--- src/rtl/row_length_sequencer_pkg.sv ---
// Shared widths, per-channel row counts and FSM encoding for the row-length sequencer.
package row_length_sequencer_pkg;

  localparam int unsigned RowLenSize  = 8;
  localparam int unsigned RowIdxW     = 16;
  localparam int unsigned NumChannels = 4;

  // Rows per matrix, indexed by channel; the multi-channel wrapper picks its entry.
  localparam int unsigned NumRowsTable [NumChannels] = '{256, 256, 128, 64};

  localparam logic [2:0] StIdle = 3'd0;
  localparam logic [2:0] StPop  = 3'd1;
  localparam logic [2:0] StLat  = 3'd2;
  localparam logic [2:0] StRun  = 3'd3;
  localparam logic [2:0] StZero = 3'd4;
  localparam logic [2:0] StNext = 3'd5;
  localparam logic [2:0] StDone = 3'd6;

  typedef struct packed {
    logic valid;
    logic last;
    logic row_done;
  } beat_tag_t;

  function automatic logic state_is_busy(input logic [2:0] st);
    return !(st == StIdle || st == StDone);
  endfunction

endpackage

--- src/rtl/row_length_sequencer.sv ---
// Pops row lengths, issues one element read per row element and tags each beat with
// row index, last-of-row and row_done; detects end of matrix after NUM_ROWS rows.
module row_length_sequencer
  import row_length_sequencer_pkg::*;
#(
  parameter int unsigned ROW_LEN_SIZE = RowLenSize,
  parameter int unsigned ROW_IDX_W    = RowIdxW,
  parameter int unsigned NUM_ROWS     = NumRowsTable[0]
) (
  input  logic                    clk,
  input  logic                    rst,
  input  logic                    start_i,
  input  logic                    len_empty_i,
  output logic                    len_read_o,
  input  logic [ROW_LEN_SIZE-1:0] len_data_i,
  input  logic                    elem_empty_i,
  output logic                    elem_read_o,
  input  logic                    out_ready_i,
  output logic                    out_valid_o,
  output logic                    out_last_o,
  output logic                    row_done_o,
  output logic [ROW_IDX_W-1:0]    row_idx_o,
  output logic                    busy_o,
  output logic                    done_o
);

  localparam logic [ROW_IDX_W-1:0] LastRow = ROW_IDX_W'(NUM_ROWS - 1);

  logic [2:0]              state_q, state_d;
  logic [ROW_LEN_SIZE-1:0] rem_q, rem_d;
  logic [ROW_IDX_W-1:0]    row_q, row_d;
  beat_tag_t               tag_q, tag_d;
  logic                    final_beat;

  always_comb begin
    state_d     = state_q;
    rem_d       = rem_q;
    row_d       = row_q;
    len_read_o  = 1'b0;
    elem_read_o = 1'b0;
    final_beat  = 1'b0;

    case (state_q)
      StIdle, StDone: begin
        if (start_i) begin
          state_d = StPop;
          row_d   = '0;
        end
      end
      StPop: begin
        len_read_o = !len_empty_i;
        if (!len_empty_i) state_d = StLat;
      end
      StLat: begin
        rem_d   = len_data_i;
        state_d = (len_data_i == '0) ? StZero : StRun;
      end
      StRun: begin
        // The remaining != 0 term keeps the count from ever wrapping.
        elem_read_o = !elem_empty_i && out_ready_i && (rem_q != '0);
        final_beat  = elem_read_o && (rem_q == ROW_LEN_SIZE'(1));
        if (elem_read_o) begin
          rem_d = rem_q - ROW_LEN_SIZE'(1);
          if (final_beat) state_d = StNext;
        end
      end
      StZero: state_d = StNext;
      StNext: begin
        if (row_q == LastRow) begin
          state_d = StDone;
        end else begin
          row_d   = row_q + ROW_IDX_W'(1);
          state_d = StPop;
        end
      end
      default: state_d = StIdle;
    endcase

    tag_d.valid    = elem_read_o;
    tag_d.last     = final_beat;
    tag_d.row_done = final_beat || (state_q == StZero);
  end

  always_ff @(posedge clk or posedge rst) begin
    if (rst) begin
      state_q <= StIdle;
      rem_q   <= '0;
      row_q   <= '0;
      tag_q   <= '0;
    end else begin
      state_q <= state_d;
      rem_q   <= rem_d;
      row_q   <= row_d;
      tag_q   <= tag_d;
    end
  end

  // row_q only advances in NEXT, after the row's tags have been emitted.
  assign out_valid_o = tag_q.valid;
  assign out_last_o  = tag_q.last;
  assign row_done_o  = tag_q.row_done;
  assign row_idx_o   = row_q;
  assign busy_o      = state_is_busy(state_q);
  assign done_o      = (state_q == StDone);

  a_no_underflow: assert property (@(posedge clk) disable iff (rst)
    elem_read_o |-> (rem_q != '0));
  a_last_has_beat: assert property (@(posedge clk) disable iff (rst)
    out_last_o |-> (out_valid_o && row_done_o));

endmodule

--- config.mk ---
export PLATFORM = sky130hd
export DESIGN_NAME = row_length_sequencer
export DESIGN_NICKNAME = d
export VERILOG_FILES = /design/src/rtl/row_length_sequencer_pkg.sv /design/src/rtl/row_length_sequencer.sv
export SDC_FILE = /design/constraint.sdc
export NUM_CORES = 1
export LEC_CHECK = 0
export ABC_AREA = 1
export CAP_MARGIN = 20
export CORE_MARGIN = 2
export CORE_UTILIZATION = 60
export DETAILED_ROUTE_END_ITERATION = 12
export DONT_BUFFER_PORTS = 1
export GPL_TIMING_DRIVEN = 1
export PLACE_DENSITY = 0.79
export SLEW_MARGIN = 15
export SYNTH_ARGS = -nofsm -noshare
export SYNTH_HDL_FRONTEND = slang
export SYNTH_SLANG_ARGS = --single-unit
--- constraint.sdc ---
create_clock -name clk -period 2.8 [get_ports clk]
set_input_delay 0.56 -clock clk [delete_from_list [all_inputs] [get_ports clk]]
set_output_delay 0.56 -clock clk [all_outputs]
set_load 0.005 [all_outputs]
==> results.cfg <==
[global_routing]
grt_pass1_wl_um = 6990
overflow = 0
grt_max_degree = 31
antenna_found_initial = 0
first_global_vias = 1594
grt_usage = 0.246

[clock_network]
h-tree-depth = 2
cts-root-buf = clkbuf_4
cts.sinks = 30
cts.path.max_buffers = 2
holdBufCountCts = 0
cts_tree = built
path_clk_slew_ns = 0.10
cts-resized-gates = 0
numCtsBuffers = 5
post_cts_buffers = 0
clk-insertion-delay-late_ns = 0.33

[routing]
firstDrtPassIters = 4
drtIter0Drc = 118
vias_per_cell = 5.37
num_vias = 1884
drc = 0
ant_nets = 0
routedWlPerCell_um = 11.8
wl_um = 4160

[synth]
synth-edff-count = 0
synth_cells = 302
yosysTopAreaCell = dfrtp_1
yosys_register_bits = 30
syn-cell-area_um2 = 2000
async_reset_ff_frac = 1.00
avgSynthCellArea_um2 = 6.63
ys.flop_type = dfrtp_1
yosysWarnings = 0
syn_nets = 320
ys_types = 29
seq_area_frac_synth = 0.375
yosys.area.top_type_share = 0.375
synthTopCellsByArea = dfrtp_1, nand2_1, nand3_1

[layout]
num-nets-final = 324
regArea_um2 = 751
area_growth_pct = 4.56
fin_util = 0.675
multiInputGateArea_um2 = 1090
mostFrequentLayoutCell = nand2_1
layout_common_cells = nand2_1, nor2_1, nand3_1
diodes = 0
fillCellCount = 288
layout-drive-gt1-share = 0.0782

[setup_path]
worstRegToRegCells = 7
rrSetupSlack_ns = 0.97
r2r-start = row_idx_o[0]$_DFFE_PP0P_
crit_slowest_cell = dfrtp_1
max_stage_delay_ns = 0.39
cp.required_ns = 2.24
arrival_ns = 1.48
worstPathBufferInverterCount = 2
worstSetupPathType = flop to output port
end_kind = output port
crit_fanout = 6
r2r_end = row_idx_o[1]$_DFFE_PP0P_
crit_path_frequent_cell = inv_1
path_delay_family = flip-flops
worst_setup_path_start_kind = flop
crit_chain = inv_1 -> ha_1 -> and2_1 -> nand2_1 -> nand3_2 -> inv_1

[pwr]
leakage_nw = 1.07
powerDensity_nw_per_um2 = 737
finalPower_mw = 1.54
peakVddDrop_uv = 512

[placement]
place_congestion = 0.873
io_buffers = 0
hpwl_um = 3160
dp_slack_ns = 0.984

[job]
drv_cap = 0

[die]
dieArea_um2 = 3820
io_pins = 37
core_region_area_um2 = 3100
die_w_um = 61.8
start_util = 0.646
std_cell_rows = 20
die_y_um = 61.8

[sta]
setup-tns-final_ns = 0
worstMarginPinSlew_ns = 0.383
max_slew_margin = 0.744
fmax_mhz = 491
post-route-worst-setup-slack_ns = 0.762
fin_crit_ns = 2.04
finalHoldViolCount = 0
setup_viol = 0
rsz0062_at_grt = false
finalMaxSlewViolations = 0
clock_skew_ns = 0.0136
fin_crit_sh = 0.728

[status]
status = finished clean

[hold_path]
hold_class = input port to async pin
[metal layers]
metal / track usage / vias up / wire length (um)
met5: 0 / - / 0
met4: 0.0881 / 0 / 27
met3: 0.0642 / 2 / 230
met2: 0.362 / 49 / 1790
met1: 0.349 / 849 / 2110
li1: - / 984 / -
[through the flow]
step,cell area [um^2],cells,hold slack (ns)
6_report,2090,351,0.189
5_1_grt,2090,351,0.214
4_1_cts,2090,351,0.187
3_5_place_dp,2030,343,0.536
3_3_place_gp,2030,343,0.530
2_1_floorplan,2000,302,0.492
[where the power goes]
group          switching, mW  internal (mW)  leakage [nW]
sequential            0.0866          0.521         0.402
combinational          0.455          0.216         0.637
clock                  0.144          0.122        0.0353
total                  0.685          0.858          1.07
[cells by family after synthesis]
logic type / share of synthesized area
compound gates: 0.0787
xor+xnor: 0.00875
fa+ha+maj: 0.0250
buf+inv: 0.0831
flops: 0.375
simple gates: 0.430
[cells in the mapped netlist, types with 2 or more instances]
cell	instances
nand2_1	100
nor2_1	41
nand3_1	36
inv_1	33
dfrtp_1	30
o21ai_0	17
nand4_1	8
or2_2	6
ha_1	4
a31o_2	3
buf_6	2
nand2_2	2
nor3_1	2
o21bai_1	2
xor2_1	2
[flip-flops by register name, summed over array words and instances, names as in the netlist]
name / flops
out_valid_o: 1
out_last_o: 1
row_idx_o: 16
row_done_o: 1
state_q: 3
rem_q: 8
[worst register-to-register path, stage by stage (launching register included)]
cell	delay, ns
dfrtp_1	0.47
ha_1	0.27
nand3_1	0.17
nor2_2	0.18
nand3_1	0.14
nand2_2	0.34
nand2_1	0.09
o21ai_1	0.09
[worst max-delay path by stage]
stage | depth (start not counted) | slack [ns] | start | to
after floorplan | 6 | 1.22 | rem_q[0]$_DFFE_PP0P_ | elem_read_o
after global placement | 6 | 1.05 | row_idx_o[0]$_DFFE_PP0P_ | row_idx_o[5]$_DFFE_PP0P_
after detailed placement | 6 | 0.98 | row_idx_o[0]$_DFFE_PP0P_ | row_idx_o[3]$_DFFE_PP0P_
after CTS | 6 | 0.73 | rem_q[0]$_DFFE_PP0P_ | elem_read_o
after global routing | 6 | 0.61 | rem_q[0]$_DFFE_PP0P_ | elem_read_o
final | 6 | 0.76 | rem_q[0]$_DFFE_PP0P_ | elem_read_o
[final cells by class]
type / count / area share
Clock buffer: 7 / 0.0263
Clock inverter: 1 / 0.00239
Inverter: 34 / 0.0609
Multi-Input combinational cell: 233 / 0.519
Sequential cell: 30 / 0.358
Tap cell: 44 / 0.0263
Timing Repair Buffer: 2 / 0.00717
Note: power is estimated with default switching activity, not from simulation.
